`src/rtl/alu_sequencer.sv`:
```
// Sequential front-end for a combinational n-bit ALU: one request at a time,
// result captured into an accumulator/carry flag and returned over valid/ready.
module alu_sequencer #(
  parameter int N = 4
) (
  input  logic         clk,
  input  logic         rst_n,
  input  logic         in_valid,
  output logic         in_ready,
  input  logic [3:0]   in_op,
  input  logic [N-1:0] in_data,
  input  logic         in_usec,
  output logic [N-1:0] alu_a,
  output logic [N-1:0] alu_b,
  output logic [2:0]   alu_mode,
  output logic         alu_cin,
  input  logic [N-1:0] alu_y,
  input  logic         alu_cout,
  output logic         out_valid,
  input  logic         out_ready,
  output logic [N-1:0] out_data,
  output logic         out_carry,
  output logic         out_zero,
  output logic         out_err
);

  // Handshakes: a transfer happens on a rising edge where valid and ready are
  // both high; valid-side data must be held stable until that edge.
  typedef enum logic [1:0] {IDLE, EXEC, RESP} state_t;

  localparam logic [3:0] OP_LOAD = 4'd8;
  localparam logic [3:0] OP_CLRC = 4'd9;

  state_t       state_q, state_d;
  logic [N-1:0] acc_q, acc_d;
  logic [N-1:0] b_q, b_d;
  logic [3:0]   op_q, op_d;
  logic         usec_q, usec_d;
  logic         cflag_q, cflag_d;
  logic         err_q, err_d;

  always_ff @(posedge clk or negedge rst_n) begin
    if (!rst_n) begin
      state_q <= IDLE;
      acc_q   <= '0;
      b_q     <= '0;
      op_q    <= '0;
      usec_q  <= 1'b0;
      cflag_q <= 1'b0;
      err_q   <= 1'b0;
    end else begin
      state_q <= state_d;
      acc_q   <= acc_d;
      b_q     <= b_d;
      op_q    <= op_d;
      usec_q  <= usec_d;
      cflag_q <= cflag_d;
      err_q   <= err_d;
    end
  end

  always_comb begin
    state_d = state_q;
    acc_d   = acc_q;
    b_d     = b_q;
    op_d    = op_q;
    usec_d  = usec_q;
    cflag_d = cflag_q;
    err_d   = err_q;
    unique case (state_q)
      IDLE: begin
        if (in_valid) begin
          op_d    = in_op;
          b_d     = in_data;
          usec_d  = in_usec;
          state_d = EXEC;
        end
      end
      EXEC: begin
        err_d = 1'b0;
        if (!op_q[3]) begin
          acc_d = alu_y;
          // Modes 000/001/110/111 are arithmetic and update the carry.
          if (op_q[2] == op_q[1]) cflag_d = alu_cout;
        end else if (op_q == OP_LOAD) begin
          acc_d = b_q;
        end else if (op_q == OP_CLRC) begin
          cflag_d = 1'b0;
        end else begin
          err_d = 1'b1;
        end
        state_d = RESP;
      end
      RESP: begin
        if (out_ready) state_d = IDLE;
      end
      default: state_d = IDLE;
    endcase
  end

  assign in_ready  = (state_q == IDLE);
  assign out_valid = (state_q == RESP);
  assign out_data  = acc_q;
  assign out_carry = cflag_q;
  assign out_zero  = (acc_q == '0);
  assign out_err   = err_q;

  assign alu_a    = acc_q;
  assign alu_b    = b_q;
  assign alu_mode = op_q[2:0];
  assign alu_cin  = usec_q & cflag_q;

endmodule

```
`config.mk`:
```
export PLATFORM = sky130hd
export DESIGN_NAME = alu_sequencer
export DESIGN_NICKNAME = d
export VERILOG_FILES = /design/src/rtl/alu_sequencer.sv
export SDC_FILE = /design/constraint.sdc
export NUM_CORES = 1
export LEC_CHECK = 0
export BUFFER_PORTS_ARGS = -buffer_cell sky130_fd_sc_hd__buf_2
export CORE_AREA = 2 2 50 52
export CTS_CLUSTER_DIAMETER = 150
export CTS_CLUSTER_SIZE = 40
export DETAILED_ROUTE_END_ITERATION = 12
export DIE_AREA = 0 0 52 54
export PLACE_DENSITY = 0.77
export SYNTH_ARGS = -nofsm -noshare
export SYNTH_HDL_FRONTEND = slang
export SYNTH_SLANG_ARGS = --single-unit
```
`constraint.sdc`:
```
create_clock -name clk -period 1.45 [get_ports clk]
set_clock_uncertainty 0.1 [all_clocks]
set_input_delay 0.145 -clock clk [delete_from_list [all_inputs] [get_ports clk]]
set_output_delay 0.145 -clock clk [all_outputs]
set_load 0.005 [all_outputs]
```
==> metrics, run 1 <==
PnR Total Power 2.35 mW; transition at the pin with the smallest max-transition slack 0.375 ns; distinct cell type count after synthesis 21; # Max-Cap Violations 0; area fraction in compound gates after synthesis 0.110; time the worst path needs with I/O delays and setup 1.42 ns; routed vias 676; total count of max-transition violations in the final report 0; Required @ worst endpoint 1.54 ns; Final Net Count 131; count of port buffers added during placement 38; signed area change from the synthesized netlist to the final layout 35.4%; number of sinks on the clock net 17; class of the tightest hold or removal check input port to flop; worst rel slew slack 0.750; drc violations 0; pwr/cell area 1980 nW/um^2; final WL 1.80 mm; via count of the first global-routing pass 618; startpoint types flop; Num CTS Buffers 3; floorplan die area 2810 um^2; share of synthesized cell area in full adder, half adder and majority cells 0; number of enable-type register cells in the synthesized netlist 0; top flip-flop cell by instance count after synthesis sky130_fd_sc_hd__dfrtp_1; Top-Level Pins 39; area of the core 2320 um^2; initial antenna violation count 0; fraction of final layout cells sized beyond drive strength 1 0.536; top cells by area, synth sky130_fd_sc_hd__dfrtp_1 (49%), sky130_fd_sc_hd__mux2_4 (17%), sky130_fd_sc_hd__buf_4 (6.9%); Pre-Repair DR Iteration Count 4; DP Wirelength 1.29 mm; library cell occupying the most area in the post-synthesis netlist sky130_fd_sc_hd__dfrtp_1; fraction of post-synthesis cell area in the top cell type by area 0.486; worst vdd ir 1.16 mV; number of filler instances in the final layout 215; outcome complete, no violations; leading cell types by count after synthesis sky130_fd_sc_hd__dfrtp_1 (17), sky130_fd_sc_hd__mux2_4 (10), sky130_fd_sc_hd__buf_4 (8); portion of netlist area occupied by mux cells 0.217; final hold viol count 0; timing-limited maximum frequency 702 MHz; Setup-failing EPs final 0; DR top layer met4; capturing element type of the critical path flop; Site Rows 18; share of flip-flops with an asynchronous set or reset after synthesis 1.00; Critical Path Fanout Max 5; Critical Setup Path Class flop to flop; buffer levels on the longest clock path 2; share of the clock period used by the worst path 0.983; number of levels the H-tree was split into 1; net count after synthesis 84; average instance area after synthesis 13.3 um^2; via/cell ratio 4.76; Reg clk slew, reported paths 0.11 ns; number of synthesized register bits 17; clock tree from TritonCTS yes; count of inserted antenna diode cells 0; total length of routed met3 wires 97 um; detail-routed net length per standard cell 12.7 um; static leakage 0.590 nW; synthesized cell area 876 um^2; CTS Root Cell sky130_fd_sc_hd__clkbuf_4; clock latency of the later-clocked register in the worst-skew pair 0.29 ns; XOR/XNOR share of the synthesized area 0.0100; wire length on met1 767 um; initial detailed-routing violation count 12; global placement routability congestion 0.777; die width 52 um; synth warn 0; largest family of logic cells by synthesized area multiplexers; Data arrival, critical path 1.52 ns; pin count of the biggest net entering global routing 18; Detail Route met2 WL 913 um; worst hold-check slack 0.0704 ns; effective utilization at floorplan 0.378; overall track demand over capacity in global routing 0.136; simple-gate share of the synthesized area 0.0786; global-route wire length before repair 2.77 mm; post-synthesis sequential area ratio 0.486; final core utilization 0.511; number of cells produced by synthesis 66; antenna-violating nets left 0; overall overflow remaining after global route 0; cell with the most instances after synthesis sky130_fd_sc_hd__dfrtp_1; DIE HEIGHT 54 um
layout make-up:
cell class | instances | area (um^2) | share of cell area
clock inverter | 1 | 5.00 | 0.00422
inverter | 1 | 3.75 | 0.00316
sequential | 17 | 425 | 0.359
tap | 30 | 37.5 | 0.0316
multi-input combinational | 39 | 377 | 0.318
timing repair buffer | 51 | 315 | 0.266
clock buffer | 3 | 22.5 | 0.0190
worst max-delay path, stage by stage (launching register included):
cell and delay, ns:
sky130_fd_sc_hd__dfrtp_1 0.44, sky130_fd_sc_hd__nor2_2 0.21, sky130_fd_sc_hd__and2_2 0.27, sky130_fd_sc_hd__mux2_4 0.31
logic make-up (layout without fill, tap and decap cells):
| family | after synthesis | in the layout |
|---|---|---|
| buffers and inverters | 11 | 56 |
| XOR/XNOR | 1 | 1 |
| multiplexers | 14 | 14 |
| AO/OA/AOI/OAI | 12 | 12 |
| flip-flops | 17 | 17 |
| AND/OR/NAND/NOR | 11 | 12 |
placed cells by master (no fill, tap or decap), drive strengths merged:
cell and n:
o21ai 1, dfrtp 17, clkinv 1, xnor2 1
or2b 2, mux2i 4, a21oi 4, nor3b 1
a31oi 4, and2 3, buf 40, o31ai 1
nor2b 2, clkbuf 3, a22o 1, mux2 10
nor4 1, a32oi 1, dlygate4sd3 11, inv 1
nor2 3
repair_timing:
action                                  4_1_cts  5_1_grt
hold buffers                                 11        0
endpoints found under the hold margin        27        0
setup buffers                                 0        0
endpoints found under the setup margin        0        3
resized for setup                             0        2
layer usage:
metal / vias up / global-route usage
met5: - / 0
met4: 0 / 0.0658
met3: 4 / 0.0250
met2: 26 / 0.215
met1: 327 / 0.181
li1: 319 / -
metrics by stage:
stage          instances  cell area, um^2  setup TNS [ns]  worst slack [ns]
2_1_floorplan         66              876               0            0.0688
3_3_place_gp         126             1040               0             0.108
3_5_place_dp         126             1040               0            0.0655
4_1_cts              141             1170               0            0.0242
5_1_grt              142             1190         -0.0615           -0.0175
6_report             142             1190               0            0.0250
where the power goes:
group | switching (mW) | leakage [nW] | internal, mW
logic | 0.468 | 0.374 | 0.681
registers | 0.246 | 0.199 | 0.702
clock network | 0.151 | 0.0177 | 0.103
state kept, by name (all words and copies together), names as in the netlist:
signal and cells:
alu_a 4, alu_b 4, op_q 4, state_q 2, out_carry 1, out_err 1, usec_q 1
final timing paths:
| path | endpoint | start | cells after the start | slack [ns] |
|---|---|---|---|---|
| max | op_q[1] | state_q[1] | 3 | 0.03 |
| min reg2reg | out_err | out_err | 1 | 0.41 |
| min in group asynchronous | alu_b[2] | rst_n | 2 | 0.19 |
| max reg2reg | op_q[1] | state_q[1] | 3 | 0.03 |
| min | alu_a[0] | alu_y[0] | 3 | 0.07 |
| max in group asynchronous | op_q[0] | rst_n | 2 | 0.79 |
No activity file was read; power rests on OpenSTA's default activity.
==> run 2, diff against run 1 <==
--- a/config.mk
+++ b/config.mk
@@ -11,7 +11,7 @@
 export CTS_CLUSTER_SIZE = 40
 export DETAILED_ROUTE_END_ITERATION = 12
 export DIE_AREA = 0 0 52 54
-export PLACE_DENSITY = 0.77
+export PLACE_DENSITY = 0.69
 export SYNTH_ARGS = -nofsm -noshare
 export SYNTH_HDL_FRONTEND = slang
 export SYNTH_SLANG_ARGS = --single-unit
==> run 2 against run 1 <==
  * Critical path depth did not move
  * Routed wire length shrank 5.6%
  * First-iteration DRC count decreased by 75%
  * Clock power shrank 4%
  * Register-to-register slack better by 0.05 ns
  * Worst setup slack improved by 0.038 ns
==> metrics, run 2 (same netlist as run 1, synthesis figures left out) <==
Setup-failing EPs final 0 (unchanged); transition at the pin with the smallest max-transition slack 0.369 ns (-0.00540 ns); final WL 1.70 mm (-5.6%); initial antenna violation count 0 (unchanged); static leakage 0.584 nW (-1.0%); Pre-Repair DR Iteration Count 3 (-1); fraction of final layout cells sized beyond drive strength 1 0.523 (-0.0132); cells along the critical path or2b_4, inv_1, buf_2; Critical Setup Path Class flop to primary output; detail-routed net length per standard cell 12.1 um (-4.9%); area occupied by multi-input gates 369 um^2 (-2.0%); time the worst path needs with I/O delays and setup 1.39 ns (-0.0378 ns); routed vias 655 (-3.1%); worst setup path start state_q[1]; buffer levels on the longest clock path 2 (unchanged); Reg clk slew, reported paths 0.09 ns (-0.02 ns); Site Rows 18 (unchanged); critical path capture point out_valid; count of port buffers added during placement 38 (unchanged); internal reg-to-reg setup slack 0.08 ns (+0.05 ns); Required @ worst endpoint 1.21 ns (-0.33 ns); capturing element type of the critical path primary output; capture instance of the worst register-to-register path op_q[2]; area taken by flip-flops and latches 425 um^2 (unchanged); count of inserted antenna diode cells 0 (unchanged); source of the worst hold timing path alu_y[2]; Worst Hold Path Cells 3 (unchanged); delay contributed by the slowest stage of the critical path 0.43 ns (about the same); # Max-Cap Violations 0 (unchanged); instance area after placement 1040 um^2 (unchanged); Critical Path Fanout Max 5 (unchanged); signed area change from the synthesized netlist to the final layout 34.4%; area of the core 2320 um^2 (unchanged); number of levels the H-tree was split into 1 (unchanged); leading cell types in the layout, fill and taps excluded sky130_fd_sc_hd__buf_2 (38), sky130_fd_sc_hd__dfrtp_1 (17), sky130_fd_sc_hd__dlygate4sd3_1 (11); overall track demand over capacity in global routing 0.124 (-0.0129); Final Net Count 130 (-0.76%); number of sinks on the clock net 17 (unchanged); final hold viol count 0 (unchanged); number of filler instances in the final layout 220 (+2.3%); drc violations 0 (unchanged); pin count of the biggest net entering global routing 18 (unchanged); post-place setup slack 0.0853 ns (+0.0199 ns); cell at the slowest stage of the critical path sky130_fd_sc_hd__dfrtp_1; post-CTS setup buffer count 0 (unchanged); Data arrival, critical path 1.14 ns (-0.38 ns); total count of max-transition violations in the final report 0 (unchanged); via/cell ratio 4.65 (-2.4%); startpoint types flop; overall overflow remaining after global route 0 (unchanged); R2R Path Start state_q[1]; timing-limited maximum frequency 721 MHz (+2.7%); class of the tightest hold or removal check input port to flop; Top-Level Pins 39 (unchanged); pwr/cell area 1960 nW/um^2 (-0.99%); slack of the critical path 0.0628 ns (+0.0378 ns); die width 52 um (unchanged); clock tree from TritonCTS yes; Reg2Reg Depth 3 (unchanged); Final Instance Area 1180 um^2 (-0.74%); worst rel slew slack 0.754 (+0.00360); global-route wire length before repair 2.48 mm (-10%); DIE HEIGHT 54 um (unchanged); antenna-violating nets left 0 (unchanged); worst vdd ir 1.00 mV (-14%); global placement routability congestion 0.711 (-8.5%); clock latency of the later-clocked register in the worst-skew pair 0.28 ns (about the same); floorplan die area 2810 um^2 (unchanged); effective utilization at floorplan 0.378 (unchanged); initial detailed-routing violation count 3 (-9); outcome complete, no violations; share of the clock period used by the worst path 0.957 (-0.0261); CTS Root Cell sky130_fd_sc_hd__clkbuf_4; via count of the first global-routing pass 548 (-11%); Num CTS Buffers 3 (unchanged); most common library cell in the layout ignoring fill and taps sky130_fd_sc_hd__buf_2
[run 2: changes by cell type in the layout (fill, tap and decap cells not counted), sizes merged]
cell    change
clkbuf      +1
and2        -1
clkinv      -1
[run 2: timing repair]
action,4_1_cts,5_1_grt
hold endpoints to repair,26,1
resized for setup,0,2
hold buffers,10,1
setup endpoints to repair,0,10
[run 2: how the worst min path moves through the flow]
stage                      end  slack, ns
detailed placement  state_q[1]      -0.02
floorplan             alu_a[0]      -0.25
finish                alu_a[2]       0.09
CTS                    op_q[3]     0.0004
global route          alu_a[3]       0.12
global placement        usec_q      -0.02
[run 2: critical path, delay by kind of cell, from the launching register on]
kind          cells  cell delay, ns
buf+inv           2            0.15
flops             1            0.43
simple gates      1            0.29
[run 2: final cells by class]
type                    instances  area share
flip-flops and latches         17       0.361
multi-input cells              38       0.313
repair buffers                 51       0.268
well taps                      30      0.0319
clock buffers                   4      0.0223
inverters                       1     0.00319
[run 2: per-stage QoR]
stage	hold slack (ns)	power (mW)	setup TNS, ns	util	std cells
2_1_floorplan	-0.251	1.80	0	-	66
3_3_place_gp	-0.0227	2.02	0	0.447	126
3_5_place_dp	-0.0208	2.05	0	0.447	126
4_1_cts	0.000393	2.32	0	0.501	140
5_1_grt	0.120	2.47	-0.00782	0.508	141
6_report	0.0870	2.31	0	0.508	141
[run 2: metal layers]
layer,vias up,track usage,share of wire
met5,-,0,0
met4,0,0.0789,0.016
met3,2,0.0111,0.052
met2,22,0.207,0.50
met1,313,0.154,0.43
li1,318,-,-
[run 2: power by group]
part           switching (mW)  internal [mW]
Sequential              0.242          0.702
Clock                   0.136          0.107
Combinational           0.448          0.674
Total                   0.826           1.48
